File: src/rtl/adc_clip_monitor_ctrl_pkg.sv
// Shared definitions for the ADC clip monitor controller.
package adc_clip_monitor_ctrl_pkg;

    localparam int unsigned PARALLEL_STREAMS_DEF = 8;
    localparam int unsigned WINDOW_WIDTH_DEF     = 32;
    localparam int unsigned COUNT_WIDTH_DEF      = 16;

    // Widest counter the saturating helper can handle.
    localparam int unsigned SAT_MAX_WIDTH = 32;

    typedef enum logic [1:0] {
        ST_IDLE    = 2'd0,
        ST_CLEAR   = 2'd1,
        ST_MEASURE = 2'd2,
        ST_CAPTURE = 2'd3
    } state_t;

    // Increment val, holding at the all-ones value of a width-bit counter.
    function automatic logic [SAT_MAX_WIDTH-1:0] sat_inc(
        input logic [SAT_MAX_WIDTH-1:0] val,
        input int unsigned              width
    );
        logic [SAT_MAX_WIDTH-1:0] max_val;
        if (width >= SAT_MAX_WIDTH) begin
            max_val = '1;
        end else begin
            max_val = (SAT_MAX_WIDTH'(1) << width) - SAT_MAX_WIDTH'(1);
        end
        return (val >= max_val) ? max_val : val + SAT_MAX_WIDTH'(1);
    endfunction

endpackage

File: src/rtl/adc_clip_monitor_ctrl_window.sv
// Loadable down-counter timing one measurement window.
module window_counter
    import adc_clip_monitor_ctrl_pkg::*;
#(
    parameter int unsigned WIDTH = WINDOW_WIDTH_DEF
) (
    input  logic             clk,
    input  logic             rst,
    input  logic             ce,
    input  logic             load,
    input  logic [WIDTH-1:0] load_val,
    input  logic             dec,
    output logic [WIDTH-1:0] count,
    output logic             zero_c
);

    // Load has priority over decrement; the count never wraps below zero.
    always_ff @(posedge clk) begin
        if (rst) begin
            count <= '0;
        end else if (ce) begin
            if (load) begin
                count <= load_val;
            end else if (dec && (count != '0)) begin
                count <= count - WIDTH'(1);
            end
        end
    end

    assign zero_c = (count == '0);

endmodule

File: src/rtl/adc_clip_monitor_ctrl.sv
// Sequences sticky clip detectors over measurement windows and publishes reports.
module adc_clip_monitor_ctrl
    import adc_clip_monitor_ctrl_pkg::*;
#(
    parameter int unsigned PARALLEL_STREAMS = PARALLEL_STREAMS_DEF,
    parameter int unsigned WINDOW_WIDTH     = WINDOW_WIDTH_DEF,
    parameter int unsigned COUNT_WIDTH      = COUNT_WIDTH_DEF
) (
    input  logic                        clk,
    input  logic                        rst,
    input  logic                        ce,
    input  logic                        start,
    input  logic                        stop,
    input  logic                        continuous,
    input  logic [WINDOW_WIDTH-1:0]     window_len,
    input  logic [PARALLEL_STREAMS-1:0] ovf_flag,
    output logic                        det_rst,
    output logic                        busy,
    output logic                        clip_live,
    output logic [PARALLEL_STREAMS-1:0] report_mask,
    output logic [COUNT_WIDTH-1:0]      report_windows,
    output logic                        report_valid,
    input  logic                        report_ack,
    output logic                        overrun
);

    state_t                  state;
    state_t                  state_nxt;
    logic                    cnt_load;
    logic                    cnt_dec;
    logic                    cnt_zero;
    logic [WINDOW_WIDTH-1:0] cnt_val;
    logic [WINDOW_WIDTH-1:0] len_m1;
    logic                    stop_act;
    logic                    capture;
    logic                    any_clip;

    // A zero-length window is treated as one cycle long.
    assign len_m1   = (window_len == '0) ? '0 : window_len - WINDOW_WIDTH'(1);
    assign stop_act = stop && (state != ST_IDLE);
    assign capture  = (state == ST_CAPTURE) && !stop;
    assign any_clip = |ovf_flag;

    window_counter #(
        .WIDTH (WINDOW_WIDTH)
    ) u_window_counter (
        .clk      (clk),
        .rst      (rst),
        .ce       (ce),
        .load     (cnt_load),
        .load_val (len_m1),
        .dec      (cnt_dec),
        .count    (cnt_val),
        .zero_c   (cnt_zero)
    );

    // Next-state and counter control; stop overrides everything outside IDLE.
    always_comb begin
        state_nxt = state;
        cnt_load  = 1'b0;
        cnt_dec   = 1'b0;
        case (state)
            ST_IDLE: begin
                if (start && !stop) begin
                    state_nxt = ST_CLEAR;
                    cnt_load  = 1'b1;
                end
            end
            ST_CLEAR: begin
                state_nxt = ST_MEASURE;
            end
            ST_MEASURE: begin
                if (cnt_zero) begin
                    state_nxt = ST_CAPTURE;
                end else begin
                    cnt_dec = 1'b1;
                end
            end
            ST_CAPTURE: begin
                if (continuous) begin
                    state_nxt = ST_MEASURE;
                    cnt_load  = 1'b1;
                end else begin
                    state_nxt = ST_IDLE;
                end
            end
            default: begin
                state_nxt = ST_IDLE;
            end
        endcase
        if (stop_act) begin
            state_nxt = ST_IDLE;
            cnt_load  = 1'b0;
            cnt_dec   = 1'b0;
        end
    end

    // State register, registered output decode, capture and handshake.
    always_ff @(posedge clk) begin
        if (rst) begin
            state          <= ST_IDLE;
            det_rst        <= 1'b0;
            busy           <= 1'b0;
            clip_live      <= 1'b0;
            report_mask    <= '0;
            report_windows <= '0;
            report_valid   <= 1'b0;
            overrun        <= 1'b0;
        end else if (ce) begin
            state     <= state_nxt;
            busy      <= (state_nxt != ST_IDLE);
            det_rst   <= (state_nxt == ST_CLEAR) || (state_nxt == ST_CAPTURE) || stop_act;
            clip_live <= (state_nxt == ST_MEASURE) && any_clip;
            if (capture) begin
                report_mask  <= ovf_flag;
                report_valid <= 1'b1;
                if (any_clip) begin
                    report_windows <= COUNT_WIDTH'(sat_inc(SAT_MAX_WIDTH'(report_windows), COUNT_WIDTH));
                end
                if (report_valid && !report_ack) begin
                    overrun <= 1'b1;
                end
            end else if (report_ack) begin
                report_valid <= 1'b0;
            end
        end else begin
            det_rst <= 1'b0;
        end
    end

endmodule

File: config.mk
export PLATFORM = sky130hd
export DESIGN_NAME = adc_clip_monitor_ctrl
export DESIGN_NICKNAME = d
export VERILOG_FILES = /design/src/rtl/adc_clip_monitor_ctrl_pkg.sv /design/src/rtl/adc_clip_monitor_ctrl_window.sv /design/src/rtl/adc_clip_monitor_ctrl.sv
export SDC_FILE = /design/constraint.sdc
export NUM_CORES = 1
export LEC_CHECK = 0
export ABC_AREA = 1
export ABC_CLOCK_PERIOD_IN_PS = 4350
export BUFFER_PORTS_ARGS = -buffer_cell sky130_fd_sc_hd__buf_2
export CELL_PAD_IN_SITES_DETAIL_PLACEMENT = 0
export CELL_PAD_IN_SITES_GLOBAL_PLACEMENT = 1
export CORE_UTILIZATION = 44
export CTS_BUF_LIST = sky130_fd_sc_hd__clkbuf_4 sky130_fd_sc_hd__clkbuf_8
export DETAILED_ROUTE_END_ITERATION = 10
export HOLD_SLACK_MARGIN = 0.05
export PLACE_DENSITY_LB_ADDON = 0.1
export SETUP_SLACK_MARGIN = 0.4
export SYNTH_ARGS = -nofsm -noshare
export SYNTH_HDL_FRONTEND = slang
export SYNTH_HIERARCHICAL = 1
export SYNTH_SLANG_ARGS = --single-unit
export TNS_END_PERCENT = 20
File: constraint.sdc
create_clock -name clk -period 4.35 [get_ports clk]
set_input_delay 0 -clock clk [delete_from_list [all_inputs] [get_ports clk]]
set_output_delay 0 -clock clk [all_outputs]
set_load 0.02 [all_outputs]
---- Yosys cells after proc, flatten, opt, wreduce, memory -nomap -nowiden ----
Cells that the tools add are included.
Widths: inputs -> output; s select.
word-level totals
  logic and storage cells ................. 67
  output and inout port bits .............. 29
  bits of input ports ..................... 47
  bits in registers ....................... 63
cells by class
  bitwise operators ....................... 1
  eq/ne operators ......................... 6
  reductions and logical operators ........ 25
  mux-type cells .......................... 22
  magnitude comparators ................... 1
  $add $sub $neg .......................... 3
operator list
  kind                   count
  $mux 32                7
  $logic_not 32->1       2
  $sub 32x1->32 const B  2
  $ge 16x32->1           1
  $reduce_bool 32->1     1
  $add 16x1->16 const B  1
  $mux 16                1
  $eq 2x2->1 const B     4
  $mux 1                 8
  $mux 2                 4
  $pmux 2 s4             1
  $reduce_bool 2->1      4
  $reduce_or 8->1        1
  $logic_and 1x1->1      6
  $reduce_and 2->1       3
  $reduce_and 3->1       2
  $eq 2x1->1 const B     2
  $logic_not 1->1        2
  $logic_not 2->1        1
  $logic_or 1x1->1       2
  $pmux 1 s2             1
  $reduce_or 2->1        1
  $not 1->1              1

---- Depth between registers and ports, before layout ----
Gate-level depths: netlist of run 1.
  word-level depth ........................ 8
  mapped depth ............................ 15
  gate-level depth less buffers ........... 13

---- Hierarchy ----
Netlist of run 1, hierarchy kept.
by module, submodules not included
  module                 sequential area each (µm²)  times used  area each (µm²)  cells an instance
  adc_clip_monitor_ctrl  620.6                       1           2716.4           458
  window_counter         640.6                       1           2670.1           504

---- Worst setup path before layout of run 1 ----
OpenSTA, ideal clock, no wires.
  path kind ............................... flip-flop to flip-flop
  from .................................... register state[0]
  to ...................................... register u_window_counter.count[2]
  period minus slack after synthesis ...... 1.994 ns
  stages on the path, launching flop included .. 14
  buffers on the path ..................... 3
  path slack .............................. 2.356 ns
  arrival time ............................ 1.881 ns
  required time ........................... 4.237 ns
  cells stage by stage .................... dfxtp_1 -> inv_1 -> ha_1 -> nor2_1 -> inv_1 -> nand2_1 -> a21oi_1 -> buf_2 -> inv_1 -> buf_2 -> buf_2 -> a31oi_1 -> nor2_1 -> nor2_1
on the way
  elaborated cells between the ends (all ways) .. 13
  classes of those cells .................. eq/ne: 2; mux: 5; reduce/logical: 6
RTL lines
  what                                             RTL line                                                  text
  from (decl)                                      adc_clip_monitor_ctrl.sv:27                               state_t state;
  from (signal assigned)                           adc_clip_monitor_ctrl.sv:110                              state <= state_nxt;
  $eq 2x2->1, or another cell as far along         adc_clip_monitor_ctrl.sv:62                               case (state)
  $pmux 1 s2 or $logic_and 1x1->1 (tied branches)  adc_clip_monitor_ctrl.sv:62, adc_clip_monitor_ctrl.sv:40
  $mux 1 *                                         adc_clip_monitor_ctrl.sv:91                               if (stop_act) begin
  named net cnt_load                               adc_clip_monitor_ctrl.sv:29                               logic cnt_load;
  $reduce_bool 2->1 (no line)                      -
  $reduce_and 2->1 (no line)                       -
  to (signal assigned)                             adc_clip_monitor_ctrl_window.sv:23                        count <= load_val;
  to (signal assigned)                             adc_clip_monitor_ctrl_window.sv:25                        count <= count - WIDTH'(1);
  to (decl)                                        adc_clip_monitor_ctrl_window.sv:13                        output logic [WIDTH-1:0] count,
The timed path passes the listed nets; every way through them passes the cells marked *.
A chain may end at the register's enable or synchronous reset.

---- Worst setup path after layout of run 1 ----
  from .................................... register state[0]
  to ...................................... register u_window_counter.count[4]
The elaborated chain is that of the path after synthesis.

==> results.ini, run 1 <==
[outcome]
status = completed

[grt]
antenna_found_initial = 0
grt_usage = 0.253
grt_pass1_wl_um = 25500
gr-total-overflow = 0
grt_pass1_vias = 5178
grt_max_degree = 52

[die]
io-pin-count = 76
core_mm2 = 0.0120
die_w_um = 113
fp.dieH_um = 113
initial_core_util = 0.450
rows = 40
design.die.area_mm2 = 0.0127

[logic_synthesis]
synth_most_common_cell = nand2_1
synth-async-reset-ratio = 0
syn_nets = 1016
synth_commonest_cells = nand2_1, nor2_1, inv_1
ys.flop_type = dfxtp_1
yosysSeqAreaShare = 0.234
syn_inst = 962
yosysWarnings = 6
yosysTopAreaCell = dfxtp_1
synthTopCellsByArea = dfxtp_1, nand2_1, nor2_1
ys_types = 38
synth_area_mm2 = 0.00539
ys_ff_latch = 63
yosys.area.top_type_share = 0.234
syn_area_per_cell_um2 = 5.60
synth_edf_count = 0

[detailed_routing]
wl_um = 15300
drtIter0Drc = 371
drc_errors = 0
routed_via_density = 4.91
wl_per_cell_um = 12.9
routed-via-count = 5811
ant_nets = 0
dr.pass1.iters = 4

[clock_network]
postCtsSetupBuffers = 0
numCtsBuffers = 9
clock_sinks = 63
cts_root_buf = clkbuf_8
ctsHoldBuffers = 9
clkSlewWorstSetupHoldPaths_ps = 80
cts_resized = 0
clock_latency_ps = 360
htree_levels = 3
clockBufferDepth = 2
tritoncts = built

[worst_setup_path]
arrival_ps = 3040
rr_worst_depth = 14
worst_ep_required_time_ps = 4610
cp_max_fo = 36
reg2reg_slack_ps = 1570
path_class = reg -> reg
r2r-start = state[0]
critPathCaptureType = flop
crit_end = u_window_counter/count[4]
start_kind = flop
timing.rr.end = u_window_counter/count[4]
startpoint = state[0]

[power_and_ir_drop]
ir_drop_mv = 0.149
power.leakage_nw = 3.09
p_per_area_mw_per_mm2 = 311

[sta]
worst_slew_pin_slew_ps = 1190
slew_headroom = 0.203
fmaxAchievable_mhz = 360
drv_slew = 0
fin_tns_setup_ps = 0
rsz0062_at_grt = no
min_period_ps = 2780
fin_skew_ps = 9.59
min_period_over_period = 0.638
hold_violations = 0
finalSetupViolCount = 0

[cells_and_area]
drive_above_1_share = 0.130
multi_input_area_mm2 = 0.00358
nets = 1086
fill_cells = 1333
syn_to_final_growth_pct = 13.7
fin_cells = 1184
seq_area_mm2 = 0.00126
antenna_cells = 0

[place]
port_buffers = 75
dp_cells = 1159
place_congestion = 0.843
hpwl_um = 11800

[run]
drv_cap = 0

[worst_hold_path]
hp-class = in -> reg

## layout make-up
cell class	count	area share
Multi-Input combinational cell	773	0.584
Sequential cell	63	0.206
Timing Repair Buffer	86	0.0784
Inverter	99	0.0607
Tap cell	147	0.0300
Clock buffer	11	0.0237
Clock inverter	5	0.0172
## sequential cells by signal, indices dropped and copies added, names as in the netlist
| name | cells |
|---|---|
| det_rst | 1 |
| clip_live | 1 |
| report_mask | 8 |
| report_windows | 16 |
| report_valid | 1 |
| u_window_counter/count | 32 |
| state | 2 |
| busy | 1 |
| overrun | 1 |
## cells by family after synthesis
kind of cell / synth area share
fa+ha+maj: 0.0163
simple gates: 0.524
xor+xnor: 0.0455
flops: 0.234
compound gates: 0.0780
buf+inv: 0.102
## metal layers
metal  GRT usage  up-vias  wire length [um]
met1       0.377     2532              8320
met4      0.0622        0               146
met5           0        -                 0
met3      0.0427       12               617
li1            -     3147                 -
met2       0.373      120              6230
## how the worst min path moves through the flow
| stage | start | to | slack, ps | cells past startpoint |
|---|---|---|---|---|
| floorplan | ce | det_rst | 140 | 2 |
| global placement | ovf_flag[7] | report_mask[7] | 260 | 3 |
| detailed placement | ovf_flag[6] | report_mask[6] | 270 | 3 |
| CTS | rst | overrun | 50 | 2 |
| global route | rst | overrun | 80 | 2 |
| finish | rst | overrun | 70 | 2 |
## critical path, cell delays in order (launching register included)
cell and delay, ps:
dfxtp_1 420, inv_1 120, ha_1 250, nor2_1 190, inv_1 100, nand2_1 80, a21oi_2 50, buf_4 240
inv_1 430, buf_4 330, o211ai_1 120, o21ai_0 110, nand3_1 110, nand2_1 80, nor2_1 50
## layout by cell type, fill, tap and decap left out, types with 2 or more instances in the layout
cell type and instances:
buf_2 75, bufinv_16 3, a21oi_1 41, clkinvlp_4 2, nor2_8 2, nor3_1 8, a31oi_1 3, dfxtp_1 63
nor2_2 16, xnor2_1 11, nand3_1 83, o21ai_0 31, nor2_4 5, nor3b_1 2, dlygate4sd3_1 9, nand3b_1 3
nand2_2 9, nand4_1 15, nand2_1 286, buf_4 2, xor2_1 17, inv_1 95, inv_2 3, clkbuf_8 10
nor2_1 221, ha_1 7, o211ai_1 2
## power breakdown
group          internal [W]  total [W]  switching (W)
registers          0.000603   0.000633      0.0000294
logic              0.000201   0.000619       0.000418
clock network      0.000403   0.000654       0.000252
total               0.00121    0.00191       0.000699
## through the flow
step                      utilization  area [um^2]  hold WS [ps]  worst slack (ps)  power [W]
after global routing            0.512         6120          83.3              1300    0.00204
final                           0.512         6120          70.5              1570    0.00191
after floorplan                     -         5390           142              2360    0.00110
after global placement          0.484         5780           257              1600    0.00125
after detailed placement        0.484         5780           265              1640    0.00125
after CTS                       0.512         6120          53.4              1610    0.00191
Power figures use the tool's default switching activity.
==> run 2, diff against run 1 <==
Settings changed: ABC_AREA 1 to 0, ABC_CLOCK_PERIOD_IN_PS 4350 to 2500, CORE_UTILIZATION 44 to 38.
Clock period 4.35 ns to 2.5 ns, I/O delays scaled along.
==> run 2 against run 1 <==
Cell count is 28% lower. Routed wire length is 2.9% lower. Global-route usage is 0.11 points lower. Clock power is 39% higher. Synthesized cell count is 39% lower. Register-to-register slack worse by 1500 ps. Cell area is 4.1% lower. Critical path type unchanged.
==> results.ini, run 2 <==
[outcome]
status = completed  ; unchanged

[detailed_routing]
wl_per_cell_um = 17.6  ; was 12.9 um
ant_nets = 0  ; unchanged
routed_via_density = 6.13  ; was 4.91
drtIter0Drc = 551  ; was 371
drc_errors = 0  ; unchanged
wl_um = 14900  ; was 15300 um
dr.pass1.iters = 5  ; was 4
routed-via-count = 5190  ; was 5811

[logic_synthesis]
syn_inst = 591  ; was 962
syn_nets = 645  ; was 1016
synthTopCellsByArea = dfxtp_1, nor2_1, o31ai_1  ; was dfxtp_1, nand2_1, nor2_1
syn_area_per_cell_um2 = 7.50  ; was 5.60 um^2
synth_commonest_cells = nor2_1, dfxtp_1, nand2_1  ; was nand2_1, nor2_1, inv_1
synth_area_mm2 = 0.00443  ; was 0.00539 mm^2
synth-async-reset-ratio = 0  ; unchanged
synth_most_common_cell = nor2_1  ; was nand2_1
yosysTopAreaCell = dfxtp_1  ; unchanged
synth_edf_count = 0  ; unchanged
ys_ff_latch = 63  ; unchanged
ys.flop_type = dfxtp_1  ; unchanged
yosysWarnings = 6  ; unchanged
ys_types = 65  ; was 38
yosysSeqAreaShare = 0.285  ; was 0.234
yosys.area.top_type_share = 0.285  ; was 0.234

[cells_and_area]
seq_area_mm2 = 0.00126  ; about the same
largest_register_ffs = 32  ; unchanged
fill_cells = 1143  ; was 1333
regMostFlops = u_window_counter/count  ; unchanged
multi_input_area_mm2 = 0.00308  ; was 0.00358 mm^2
syn_to_final_growth_pct = 32.6  ; was 13.7%
antenna_cells = 0  ; unchanged
nets = 756  ; was 1086
drive_above_1_share = 0.286  ; was 0.130
final_common_cell = nor2_1  ; was nand2_1
final_area_mm2 = 0.00588  ; was 0.00612 mm^2
final_cell_mix = nor2_1, buf_2, dfxtp_1, nand2_1, buf_4  ; was nand2_1, nor2_1, inv_1, nand3_1, buf_2
reg_top3 = u_window_counter/count: 32 flops, report_windows: 16 flops, report_mask: 8 flops  ; unchanged

[sta]
drv_slew = 0  ; unchanged
min_period_ps = 2410  ; was 2780 ps
finalSetupViolCount = 0  ; unchanged
hold_violations = 0  ; unchanged
fin_skew_ps = 11.4  ; was 9.59 ps
rsz0062_at_grt = yes  ; was no
worst_slew_pin_slew_ps = 800  ; was 1190 ps
slew_headroom = 0.466  ; was 0.203
whs_ps = 130  ; was 70.5 ps
min_period_over_period = 0.963  ; was 0.638
fmaxAchievable_mhz = 415  ; was 360 MHz

[worst_setup_path]
max_stage_delay_ps = 500  ; was 430 ps
crit_slowest_cell = or4b_1  ; was inv_1
critPathCaptureType = flop  ; unchanged
arrival_ps = 2680  ; was 3040 ps
path_class = reg -> reg  ; unchanged
worst_ep_required_time_ps = 2770  ; was 4610 ps
cp_cell_sequence = inv_2 -> ha_4 -> or4b_4 -> nor3_4 -> nand4_1 -> inv_2 -> nor3b_2 -> buf_4 -> and2_4 -> nand4_1 -> or4b_1 -> a31oi_1  ; was inv_1 -> ha_1 -> nor2_1 -> inv_1 -> nand2_1 -> a21oi_2 -> buf_4 -> inv_1 -> buf_4 -> o211ai_1 -> o21ai_0 -> nand3_1 -> nand2_1 -> nor2_1
cp_max_fo = 3  ; was 36
start_kind = flop  ; unchanged

[grt]
use_met3 = 0.0394  ; was 0.0427
met2_usage = 0.423  ; was 0.373
grt_pass1_wl_um = 23600  ; was 25500 um
grt_max_degree = 40  ; was 52
grtUsageMet1 = 0.318  ; was 0.377
busiest_layer = met2  ; was met1
antenna_found_initial = 0  ; unchanged
grt_pass1_vias = 4736  ; was 5178
grt_usage = 0.252  ; was 0.253
gr-total-overflow = 0  ; unchanged

[clock_network]
numCtsBuffers = 9  ; unchanged
clock_sinks = 63  ; unchanged
clockBufferDepth = 2  ; unchanged
cts_root_buf = clkbuf_8  ; unchanged
clock_latency_ps = 350  ; was 360 ps
clkSlewWorstSetupHoldPaths_ps = 70  ; was 80 ps
htree_levels = 3  ; unchanged
tritoncts = built  ; unchanged

[die]
initial_core_util = 0.390  ; was 0.450
io-pin-count = 76  ; unchanged
core_mm2 = 0.0114  ; was 0.0120 mm^2
fp.dieH_um = 110  ; was 113 um
die_w_um = 110  ; was 113 um
design.die.area_mm2 = 0.0121  ; was 0.0127 mm^2
rows = 39  ; was 40

[worst_hold_path]
hp-class = in -> reg  ; unchanged

[place]
hpwl_um = 9930  ; was 11800 um
place_congestion = 0.862  ; was 0.843
dpl_cell_area_mm2 = 0.00519  ; was 0.00578 mm^2
port_buffers = 75  ; unchanged

[run]
drv_cap = 0  ; unchanged

[power_and_ir_drop]
power.leakage_nw = 2.27  ; was 3.09 nW
p_per_area_mw_per_mm2 = 1090  ; was 311 mW/mm^2
ir_drop_mv = 0.551  ; was 0.149 mV

[run 2: cell types whose count changed after synthesis, moves of 25 or more]
cell and delta:
clkbuf_1 +25, inv_1 -77, nand2_1 -238, nand3_1 -67, nor2_1 -143, o31ai_1 +25
[run 2: what timing repair did]
item / 4_1_cts / 5_1_grt
cloned: 3 / 0
endpoints found under the setup margin: 35 / 42
hold buffers: 10 / 0
endpoints found under the hold margin: 11 / 0
pin swaps: 13 / 17
setup buffers: 12 / 0
gates resized for setup: 29 / 33
[run 2: per-stage QoR]
stage | std cells | util | setup WS (ps) | power, W | TNS [ps]
after floorplan | 591 | - | -145 | 0.00351 | -3610
after global placement | 809 | 0.457 | 17.9 | 0.00468 | 0
after detailed placement | 809 | 0.457 | 38.1 | 0.00469 | 0
after CTS | 847 | 0.507 | 123 | 0.00607 | 0
after global routing | 847 | 0.517 | -40.0 | 0.00678 | -40.0
final | 847 | 0.517 | 93.0 | 0.00638 | 0
[run 2: critical path, delay by kind of cell, from the launching register on]
kind	cells	cell delay [ps]
and+or+nand+nor	7	1380
buffers and inverters	3	280
adders and majority gates	1	150
DFF	1	340
AOI/OAI and AO/OA	1	160
[run 2: cell type report]
type                       count  share of cell area
clock buffer                  12              0.0270
clock inverter                 1             0.00511
inverter                      18              0.0115
multi-input combinational    465               0.525
sequential                    63               0.215
tap                          143              0.0305
timing repair buffer         145               0.186
[run 2: per-layer routing]
metal,up-vias,share of wire
li1,2472,-
met1,2476,0.45
met2,203,0.48
met3,39,0.050
met4,0,0.025
met5,-,0
[run 2: power breakdown]
part / total (W) / switching (W) / internal [W]
logic: 0.00428 / 0.00238 / 0.00189
registers: 0.00119 / 0.0000866 / 0.00111
clock network: 0.000907 / 0.000397 / 0.000510
[run 2: kinds of logic after synthesis]
| family | count (synthesis) | synth area share |
|---|---|---|
| simple gates | 259 | 0.306 |
| xor+xnor | 19 | 0.0375 |
| fa+ha+maj | 7 | 0.0198 |
| buf+inv | 63 | 0.0610 |
| compound gates | 175 | 0.279 |
| mux | 5 | 0.0119 |
| flops | 63 | 0.285 |
[run 2: final timing paths]
kind	from	end	slack, ps	cells past startpoint
setup / recovery	u_window_counter/count[0]	u_window_counter/count[28]	90	12
hold / removal	window_len[0]	u_window_counter/count[0]	130	4
setup reg to reg	u_window_counter/count[0]	u_window_counter/count[28]	90	12
hold reg to reg	report_mask[7]	report_mask[7]	450	2
==> run 3, diff against run 2 <==
Settings changed: GPL_TIMING_DRIVEN set to 0, MAX_ROUTING_LAYER set to met4.
==> run 3 against run 2 <==
The flow now finishes with violations (negative setup slack). Power grew 1.9%. Flip-flop and latch count is the same. Via count grew 0.66%. Largest power group unchanged. Highest routed layer unchanged.
==> results.ini, run 3 (synthesis gave the netlist of run 2 again) <==
[outcome]
status = finished, violations left  ; was completed
violations = negative setup slack

[worst_setup_path]
startpoint = u_window_counter/count[15]  ; was u_window_counter/count[0]
critPathCaptureType = flop  ; unchanged
r2r-start = u_window_counter/count[15]  ; was u_window_counter/count[0]
worst_ep_required_time_ps = 2720  ; was 2770 ps
start_kind = flop  ; unchanged
reg2reg_slack_ps = -110  ; was 90 ps
crit_slowest_cell = or4_4  ; was or4b_1
arrival_ps = 2830  ; was 2680 ps
crit_end = u_window_counter/count[22]  ; was u_window_counter/count[28]
cp_cell_sequence = buf_6 -> or4_4 -> buf_8 -> nor4_4 -> nand4_1 -> inv_2 -> nor3b_4 -> buf_4 -> o21a_2 -> nand2b_4 -> buf_6 -> o31ai_1  ; was inv_2 -> ha_4 -> or4b_4 -> nor3_4 -> nand4_1 -> inv_2 -> nor3b_2 -> buf_4 -> and2_4 -> nand4_1 -> or4b_1 -> a31oi_1
timing.rr.end = u_window_counter/count[22]  ; was u_window_counter/count[28]
path_class = reg -> reg  ; unchanged
crit_buf_inv = 5  ; was 3
critical-path-top-delay-family = simple AND/OR/NAND/NOR gates  ; unchanged
crit_top_cell = buf_6
max_stage_delay_ps = 510  ; was 500 ps
rr_worst_depth = 12  ; unchanged
cp.depth = 12  ; unchanged
cp_max_fo = 8  ; was 3

[sta]
drv_slew = 0  ; unchanged
fmaxAchievable_mhz = 383  ; was 415 MHz
finalWorstSetupSlack_ps = -112  ; was 93.0 ps
rsz0062_at_grt = yes  ; unchanged
fin_tns_setup_ps = -1960  ; was 0 ps
worst_slew_pin_slew_ps = 740  ; was 800 ps
finalSetupViolCount = 30  ; was 0
hold_violations = 0  ; unchanged
fin_skew_ps = 9.25  ; was 11.4 ps
slew_headroom = 0.506  ; was 0.466
min_period_over_period = 1.04  ; was 0.963
min_period_ps = 2610  ; was 2410 ps

[cells_and_area]
final_area_mm2 = 0.00586  ; was 0.00588 mm^2
syn_to_final_growth_pct = 32.3  ; was 32.6%
largest_register_ffs = 32  ; unchanged
fin_cells = 868  ; was 847
drive_above_1_share = 0.281  ; was 0.286
fin_util = 0.516  ; was 0.517
seq_area_mm2 = 0.00128  ; was 0.00126 mm^2
multi_input_area_mm2 = 0.00306  ; was 0.00308 mm^2
regMostFlops = u_window_counter/count  ; unchanged
nets = 774  ; was 756
fill_cells = 1122  ; was 1143
antenna_cells = 0  ; unchanged
final_cell_mix = buf_2, nor2_1, dfxtp_1, nand2_1, a21oi_1  ; was nor2_1, buf_2, dfxtp_1, nand2_1, buf_4
final_common_cell = buf_2  ; was nor2_1
reg_top3 = u_window_counter/count: 32 flops, report_windows: 16 flops, report_mask: 8 flops  ; unchanged

[die]
initial_core_util = 0.390  ; unchanged
core_mm2 = 0.0114  ; unchanged
fp.dieH_um = 110  ; unchanged
rows = 39  ; unchanged
die_w_um = 110  ; unchanged
io-pin-count = 76  ; unchanged
design.die.area_mm2 = 0.0121  ; unchanged

[detailed_routing]
drc_errors = 0  ; unchanged
dr.pass1.iters = 8  ; was 5
drtIter0Drc = 678  ; was 551
routed_via_density = 6.02  ; was 6.13
wl_per_cell_um = 18.0  ; was 17.6 um
ant_nets = 0  ; unchanged
wl_um = 15600  ; was 14900 um
routed-via-count = 5224  ; was 5190

[place]
place_congestion = 0.871  ; was 0.862
dpl_cell_area_mm2 = 0.00502  ; was 0.00519 mm^2
port_buffers = 75  ; unchanged
hpwl_um = 10500  ; was 9930 um
dp_cells = 809  ; unchanged

[power_and_ir_drop]
power.leakage_nw = 2.26  ; was 2.27 nW
p_per_area_mw_per_mm2 = 1110  ; was 1090 mW/mm^2
ir_drop_mv = 0.660  ; was 0.551 mV

[clock_network]
clockBufferDepth = 2  ; unchanged
numCtsBuffers = 9  ; unchanged
clock_sinks = 63  ; unchanged
clock_latency_ps = 360  ; was 350 ps
htree_levels = 3  ; unchanged
clkSlewWorstSetupHoldPaths_ps = 80  ; was 70 ps
tritoncts = built  ; unchanged
cts_root_buf = clkbuf_8  ; unchanged

[grt]
grt_max_degree = 12  ; was 40
grt_pass1_vias = 4819  ; was 4736
antenna_found_initial = 0  ; unchanged
gr-total-overflow = 0  ; unchanged
grt_pass1_wl_um = 24200  ; was 23600 um
grt_usage = 0.268  ; was 0.252

[run]
drv_cap = 0  ; unchanged

[worst_hold_path]
hp-class = in -> reg  ; unchanged

run 3: cell count changes in the layout (fill, tap and decap cells not counted), sizes merged:
cell,before,now
clkinv,0,1
clkinvlp,0,2
bufbuf,1,0
clkbuf,12,39
bufinv,1,2
dlygate4sd3,10,11
buf,134,124
run 3: worst min path at each step:
stage                start  cells after the start        endpoint  slack, ps
6_report              stop                      3         det_rst         80
3_3_place_gp   ovf_flag[1]                      3  report_mask[1]        250
2_1_floorplan          rst                      1       clip_live        100
4_1_cts               stop                      3         det_rst         60
5_1_grt               stop                      3         det_rst        110
3_5_place_dp   ovf_flag[4]                      3  report_mask[4]        260
run 3: area by class of cell:
type                       count  share of cell area
buffer                        45              0.0533
clock buffer                  11              0.0258
clock inverter                 5              0.0137
inverter                      18              0.0115
multi-input combinational    465               0.522
sequential                    63               0.218
tap                          143              0.0305
timing repair buffer         118               0.126
run 3: power breakdown:
group	leakage, nW	internal, W	switching, W
logic	1.63	0.00175	0.00246
registers	0.514	0.00111	0.000106
clock network	0.112	0.000614	0.000452
total	2.26	0.00348	0.00302
run 3: per-layer routing:
metal  track usage  wire (um)  vias to the layer above
met3        0.0347       1020                       55
li1              -          -                     2526
met4         0.134        554                        0
met1         0.326       6870                     2364
met5             -          0                        -
met2         0.436       7160                      279
run 3: worst register-to-register path, stage by stage (launching register included):
cell      delay [ps]
dfxtp_2          320
buf_6            120
or4_4            510
buf_8            150
nor4_4           170
nand4_1          240
inv_2            140
nor3b_4           70
buf_4            140
o21a_2           260
nand2b_4         120
buf_6            140
o31ai_1           90
run 3: metrics by stage:
stage / power (W) / hold WS [ps] / setup WS [ps]
global placement: 0.00437 / 252 / -873
detailed placement: 0.00438 / 258 / -891
global route: 0.00681 / 105 / -189
CTS: 0.00604 / 64.0 / -56.3
floorplan: 0.00351 / 103 / -145
finish: 0.00650 / 76.0 / -112
run 3: repair_timing:
item,in CTS,in global routing
setup buffers,19,9
endpoints found under the setup margin,46,50
hold buffers,11,0
endpoints found under the hold margin,12,0
resized for setup,66,31
gates cloned,3,1
pin swaps,23,9
